[src/rtl/sram_wb_pkg.sv]
// Shared types and sizes for the Wishbone window onto the 32x256 result SRAM.
// SRAM_WB_WRITE_EN adds the WR_ISSUE state used by the SoC write path.
package sram_wb_pkg;

  localparam int SRAM_AW = 8;
  localparam int SRAM_DW = 32;
  localparam int WIN_W   = 10;

`ifdef SRAM_WB_WRITE_EN
  typedef enum logic [2:0] {
    ST_IDLE     = 3'd0,
    ST_LOCKED   = 3'd1,
    ST_RD_ISSUE = 3'd2,
    ST_RD_WAIT  = 3'd3,
    ST_WR_ISSUE = 3'd4,
    ST_ACK      = 3'd5
  } state_t;
`else
  typedef enum logic [2:0] {
    ST_IDLE     = 3'd0,
    ST_LOCKED   = 3'd1,
    ST_RD_ISSUE = 3'd2,
    ST_RD_WAIT  = 3'd3,
    ST_ACK      = 3'd5
  } state_t;
`endif

endpackage

[src/rtl/sram_wb_addr_dec.sv]
// Combinational window match and word-index extraction for the SRAM window.
// Byte lane bits adr[1:0] are deliberately ignored.
module sram_wb_addr_dec
  import sram_wb_pkg::*;
#(
  parameter logic [31:0] BASE_ADDR = 32'h3000_0000
) (
  input  logic               i_cyc,
  input  logic               i_stb,
  input  logic [31:0]        i_adr,
  output logic               o_hit,
  output logic [SRAM_AW-1:0] o_idx
);

  logic w_unused_adr;

  assign o_hit        = i_cyc & i_stb & (i_adr[31:WIN_W] == BASE_ADDR[31:WIN_W]);
  assign o_idx        = i_adr[WIN_W-1:2];
  assign w_unused_adr = ^i_adr[1:0];

endmodule

[src/rtl/sram_wb_reader.sv]
// Wishbone responder giving the SoC word access to the spectrometer result SRAM.
// Define SRAM_WB_WRITE_EN to let full-word SoC writes reach the W0 port.
module sram_wb_reader
  import sram_wb_pkg::*;
#(
  parameter logic [31:0] BASE_ADDR    = 32'h3000_0000,
  parameter logic [31:0] LOCK_PATTERN = 32'hDEAD_BEEF
) (
  input  logic               wb_clk_i,
  input  logic               wb_rst_i,
  input  logic               wbs_cyc_i,
  input  logic               wbs_stb_i,
  input  logic               wbs_we_i,
  input  logic [3:0]         wbs_sel_i,
  input  logic [31:0]        wbs_adr_i,
  input  logic [31:0]        wbs_dat_i,
  output logic               wbs_ack_o,
  output logic [31:0]        wbs_dat_o,
  input  logic               sram_lock_i,
  output logic               R0_clk,
  output logic               R0_en,
  output logic [SRAM_AW-1:0] R0_addr,
  input  logic [SRAM_DW-1:0] R0_data,
  output logic               W0_clk,
  output logic               W0_en,
  output logic [SRAM_AW-1:0] W0_addr,
  output logic [SRAM_DW-1:0] W0_data,
  output logic [2:0]         o_dbg_state
);

  state_t               r_state;
  logic                 r_ack;
  logic                 r_is_rd;
  logic [SRAM_DW-1:0]   r_dat;
  logic                 r_r0_en;
  logic [SRAM_AW-1:0]   r_r0_addr;
  logic                 w_hit;
  logic [SRAM_AW-1:0]   w_idx;

  sram_wb_addr_dec #(.BASE_ADDR(BASE_ADDR)) u_addr_dec (
    .i_cyc (wbs_cyc_i),
    .i_stb (wbs_stb_i),
    .i_adr (wbs_adr_i),
    .o_hit (w_hit),
    .o_idx (w_idx)
  );

`ifdef SRAM_WB_WRITE_EN
  logic                 r_w0_en;
  logic [SRAM_AW-1:0]   r_w0_addr;
  logic [SRAM_DW-1:0]   r_w0_data;

  assign W0_en   = r_w0_en;
  assign W0_addr = r_w0_addr;
  assign W0_data = r_w0_data;
`else
  logic w_unused_wr;

  assign W0_en       = 1'b0;
  assign W0_addr     = '0;
  assign W0_data     = '0;
  assign w_unused_wr = ^{wbs_dat_i, wbs_sel_i};
`endif

  // Strobes are single-cycle pulses: cleared by default, set only on entry to an ISSUE/ACK state.
  always_ff @(posedge wb_clk_i or posedge wb_rst_i) begin
    if (wb_rst_i) begin
      r_state   <= ST_IDLE;
      r_ack     <= 1'b0;
      r_is_rd   <= 1'b0;
      r_dat     <= '0;
      r_r0_en   <= 1'b0;
      r_r0_addr <= '0;
`ifdef SRAM_WB_WRITE_EN
      r_w0_en   <= 1'b0;
      r_w0_addr <= '0;
      r_w0_data <= '0;
`endif
    end else begin
      r_ack   <= 1'b0;
      r_r0_en <= 1'b0;
`ifdef SRAM_WB_WRITE_EN
      r_w0_en <= 1'b0;
`endif
      case (r_state)
        ST_IDLE: begin
          if (w_hit) begin
            r_is_rd <= ~wbs_we_i;
            if (sram_lock_i) begin
              r_state <= ST_LOCKED;
            end else if (!wbs_we_i) begin
              r_state   <= ST_RD_ISSUE;
              r_r0_en   <= 1'b1;
              r_r0_addr <= w_idx;
`ifdef SRAM_WB_WRITE_EN
            end else if (wbs_sel_i == 4'hF) begin
              r_state   <= ST_WR_ISSUE;
              r_w0_en   <= 1'b1;
              r_w0_addr <= w_idx;
              r_w0_data <= wbs_dat_i;
`endif
            end else begin
              // Partial writes cannot be masked by the macro, so they take the drop path.
              r_state <= ST_LOCKED;
            end
          end
        end
        ST_LOCKED: begin
          if (r_is_rd) r_dat <= LOCK_PATTERN;
          r_ack   <= 1'b1;
          r_state <= ST_ACK;
        end
        ST_RD_ISSUE: r_state <= ST_RD_WAIT;
        ST_RD_WAIT: begin
          r_dat   <= R0_data;
          r_ack   <= 1'b1;
          r_state <= ST_ACK;
        end
`ifdef SRAM_WB_WRITE_EN
        ST_WR_ISSUE: begin
          r_ack   <= 1'b1;
          r_state <= ST_ACK;
        end
`endif
        ST_ACK:  r_state <= ST_IDLE;
        default: r_state <= ST_IDLE;
      endcase
    end
  end

  assign wbs_ack_o   = r_ack;
  assign wbs_dat_o   = r_dat;
  assign R0_clk      = wb_clk_i;
  assign W0_clk      = wb_clk_i;
  assign R0_en       = r_r0_en;
  assign R0_addr     = r_r0_addr;
  assign o_dbg_state = r_state;

endmodule

[config.mk]
export PLATFORM = sky130hd
export DESIGN_NAME = sram_wb_reader
export DESIGN_NICKNAME = d
export VERILOG_FILES = /design/src/rtl/sram_wb_pkg.sv /design/src/rtl/sram_wb_addr_dec.sv /design/src/rtl/sram_wb_reader.sv
export SDC_FILE = /design/constraint.sdc
export NUM_CORES = 1
export LEC_CHECK = 0
export BUFFER_PORTS_ARGS = -buffer_cell sky130_fd_sc_hd__clkbuf_2
export CAP_MARGIN = 20
export CORE_ASPECT_RATIO = 2
export CORE_MARGIN = 2
export CORE_UTILIZATION = 37
export DETAILED_ROUTE_END_ITERATION = 7
export GPL_TIMING_DRIVEN = 0
export PLACE_DENSITY_LB_ADDON = 0.12
export REMOVE_ABC_BUFFERS = 1
export SETUP_SLACK_MARGIN = 0.3
export SYNTH_ARGS = -nofsm -noshare
export SYNTH_HDL_FRONTEND = slang
export SYNTH_SLANG_ARGS = --single-unit
[constraint.sdc]
create_clock -name wb_clk_i -period 2.16 [get_ports wb_clk_i]
set_input_delay 0.324 -clock wb_clk_i [delete_from_list [all_inputs] [get_ports wb_clk_i]]
set_output_delay 0.324 -clock wb_clk_i [all_outputs]
set_load 0.03 [all_outputs]
# --- Word-level counts from Yosys, hierarchy flattened ---
# Cells that the tools add are included.
word_totals:
  ff_bits: 46
  inputBits: 106
  out_inout_bits: 88
  wordCells: 33
classes:
  n_eq_ne: 6
  muxes: 11
  bitwise_logic: 4
  reduce_logical: 6
ops:
  columns: ["operator", "count"]
  rows:
  - ["32-bit case mux with 2 select lines", 1]
  - ["32-bit two-way mux", 1]
  - ["22-bit by 20-bit == test with 1-bit output, second input constant", 1]
  - ["3-bit case mux with 3 select lines", 1]
  - ["3-bit by 2-bit == test with 1-bit output, second input constant", 2]
  - ["1-bit two-way mux", 5]
  - ["2-bit two-way mux", 2]
  - ["2-bit AND reduction", 2]
  - ["4-bit AND reduction", 1]
  - ["3-bit by 1-bit == test with 1-bit output, second input constant", 1]
  - ["3-bit zero test", 1]
  - ["3-bit two-way mux", 1]
  - ["1-bit bitwise AND", 2]
  - ["2-bit by 1-bit != test with 1-bit output, second input constant", 1]
  - ["2-bit != test, second input constant", 1]
  - ["1-bit NOT", 2]
  - ["2-bit nonzero test", 1]
  - ["2-bit OR reduction", 1]

# --- Depth between registers and ports, before layout ---
logic_depth:
  depth_word: 4
  ltp_mapped: 4
  depth_no_buf: 4

# --- Modules after synthesis ---
# Synthesis repeated with hierarchy kept, for this count alone.
unflattened:
  hier_cells: 171
  area_unflattened_um2: 2129.5
modules_own_cells:
  columns: ["mod", "instances", "cells_per_inst", "area_per_inst_um2", "seq_area_each_um2"]
  rows:
  - ["sram_wb_reader", 1, 153, 1999.4, 1151.1]
  - ["sram_wb_addr_dec", 1, 18, 130.1, 0.0]

==> results.py <==
metrics = {
    "finish": {
        "final_nets": 385,
        "fill_cells": 530,
        "drive_above_1_share_pct": 51.8,
        "syn2layout_area_growth_pct": 30.7,
        "n_antenna_cell": 0,
        "post-route-util_pct": 50.2,
    },
    "critical_path": {
        "r2r-end": "R0_addr[5]",
        "startpoint": "wb_clk_i",
        "critPathRequiredTime_ps": 1840,
        "cp-endpoint": "R0_clk",
        "r2r_start": "o_dbg_state[1]",
        "worst_setup_path_start_kind": "clock port",
        "cp_slowest_stage_delay_ps": 150,
        "cp_common_cell": "clkbuf_16",
        "crit_path_cell_trace": "buf_8 > clkbuf_16 > clkbuf_16",
        "path_class": "clock port to output pin",
        "ff2ff_setup_slack_ps": 440,
        "worstSetupEndpointType": "output pin",
        "cp_max_fo": 5,
        "reg2regPathDepth": 4,
        "crit_path_top_delay_cell": "clkbuf_16",
        "cp_num_buf_inv": 3,
        "cp.depth": 3,
        "cp.arrival_ps": 1500,
        "cp_top_family": "buffers and inverters",
    },
    "floorplan": {
        "io_pins": 194,
        "die_x_um": 57.0,
        "dieArea_um2": 6280,
        "rows": 38,
        "die_height_um": 110,
        "initial_utilization_pct": 38.4,
        "coreArea_um2": 5420,
    },
    "cts": {
        "cts_made_buffers": 5,
        "worstSkewPairLatency_ps": 390,
        "clock_path_buffers": 2,
        "clkTransAtPathRegs_ps": 90,
        "cts-htree-levels": 2,
        "clockRootBuffer": "clkbuf_8",
        "cts_tree": "built",
    },
    "grt": {
        "grt_pass1_vias": 1527,
        "grt_pass1_wl_um": 7160,
        "grt_max_degree": 25,
        "overflow": 0,
        "grt_antenna_before_repair": 0,
        "track_usage_pct": 15.0,
    },
    "yosys": {
        "postSynthAreaPerCell_um2": 12.8,
        "synth_top_area_share_pct": 55.3,
        "synth-seq-cells": 46,
        "ys_seq_area_share_pct": 55.3,
        "synth-edff-count": 0,
        "synthFlopType": "dfrtp_1",
        "syn-cell-area_um2": 2080,
        "synth_cells": 162,
        "yosys.cell_types.count": 27,
        "synthArstFlopShare_pct": 100,
        "synthTopCellsByArea": "dfrtp_1 (55%), buf_4 (16%), o22a_1 (10%)",
        "synth_area_leader_cell": "dfrtp_1",
        "yosys_warnings": 0,
        "synth_common_cells": "dfrtp_1 (46), buf_4 (43), o22a_1 (24)",
        "synth_most_common_cell": "dfrtp_1",
    },
    "timing": {
        "slew_headroom_pct": 61.9,
        "tightest_slew_ps": 568,
        "skew_ps": 114,
        "rsz0062_at_grt": "no",
        "slew_viol_final": 0,
        "finalSetupViolCount": 0,
        "finalHoldWorstSlack_ps": 162,
        "final_hold_viol_count": 0,
    },
    "power": {
        "p_per_area_nw_per_um2": 689,
        "power.leakage_uw": 0.00155,
        "ir_worst_vdd_mv": 0.762,
    },
    "detailed_routing": {
        "route.detailed.drc": 0,
        "wire_per_inst_um": 13.5,
        "via_count": 1541,
        "first_pass_iters": 2,
        "drt_iter0_markers": 28,
        "postRouteAntennaNets": 0,
        "wl_um": 4580,
        "viasPerCell": 4.53,
    },
    "run": {
        "maxCapViolations": 0,
    },
    "min_path": {
        "hold_path.class": "input pin to register",
    },
    "place": {
        "hpwl_um": 3600,
        "port_buffers": 114,
        "gp_congestion": 0.732,
    },
    "outcome": {
        "status": "complete, no violations",
    },
}
kinds of logic after synthesis:
family	share of synthesized area, %
and+or+nand+nor	8.12
buffers and inverters	16.6
muxes	4.33
DFF	55.3
AOI/OAI and AO/OA	15.5
other	0.180
report_power, final:
part           total [uW]  switching (uW)  internal, uW
Clock                 826             411           415
Combinational         188             134          53.2
Sequential            860         0.00305           860
metal layers:
layer,routed length (um),GRT usage [%]
met4,133,8.80
met3,376,4.32
met5,0,0
met1,1600,16.6
met2,2470,25.4
cells in the final DEF (no fill, tap or decap):
cell / instances
a21oi_1: 1
a22o_1: 8
and2_1: 1
and4bb_2: 1
buf_16: 1
buf_4: 2
buf_8: 1
clkbuf_16: 2
clkbuf_2: 112
clkbuf_8: 4
clkinv_1: 1
clkinv_2: 2
conb_1: 41
dfrtp_1: 45
dfrtp_2: 1
dlygate4sd3_1: 1
inv_2: 1
mux2_2: 8
nand2_1: 1
nand2_2: 1
nand4_2: 1
nor2_1: 2
nor2b_1: 2
nor3_1: 1
nor4_1: 3
nor4_2: 1
nor4_4: 1
nor4b_2: 2
o21a_1: 1
o21a_2: 1
o21ai_1: 1
o22a_1: 24
o31ai_1: 1
o41ai_1: 1
or2_2: 1
or3_4: 1
or3b_2: 1
flip-flops by register name, indices dropped and copies added (netlist names):
register	count
wbs_ack_o	1
wbs_dat_o	32
r_is_rd	1
o_dbg_state	3
R0_addr	8
R0_en	1
per-stage QoR:
stage               setup slack, ps  total power (uW)  instances  instance area, um2  TNS (ps)
floorplan                       158               989        154                1890         0
global placement               11.9              1170        328                2530         0
detailed placement            -45.9              1180        329                2560      -289
CTS                             301              1890        340                2710         0
global route                    304              1950        340                2720         0
finish                          340              1870        340                2720         0
worst register-to-register path, cell delays in order, from the launching register on:
cell and delay (ps):
dfrtp_2 460, or3_4 420, nor4_4 140, buf_4 200, mux2_2 340
cell type report:
type | instances | area [um2] | share of cell area [%]
multi-input cells | 107 | 742 | 27.3
repair buffers | 115 | 606 | 22.3
flip-flops and latches | 46 | 1150 | 42.4
clock inverters | 3 | 13.8 | 0.506
inverters | 1 | 3.75 | 0.138
well taps | 60 | 75.1 | 2.76
clock buffers | 8 | 128 | 4.69
timing repair:
action,4_1_cts,5_1_grt
endpoints found under the setup margin,10,28
endpoints found under the hold margin,8,0
setup buffers,2,0
hold buffers,1,0
gates cloned,0,0
resized for setup,6,5
pin swaps,1,0
how the worst min path moves through the flow:
stage                        startpoint             to  slack (ps)  cells past startpoint
final                      wbs_adr_i[5]     R0_addr[3]         160                      2
after global placement    wbs_dat_o[28]  wbs_dat_o[28]         470                      1
after global routing       wbs_adr_i[6]     R0_addr[4]         140                      2
after detailed placement       wb_rst_i          R0_en         390                      2
after CTS                  wbs_adr_i[5]     R0_addr[3]         110                      2
after floorplan                wb_clk_i         R0_clk         320                      0
Note: power is estimated with default switching activity, not from simulation.
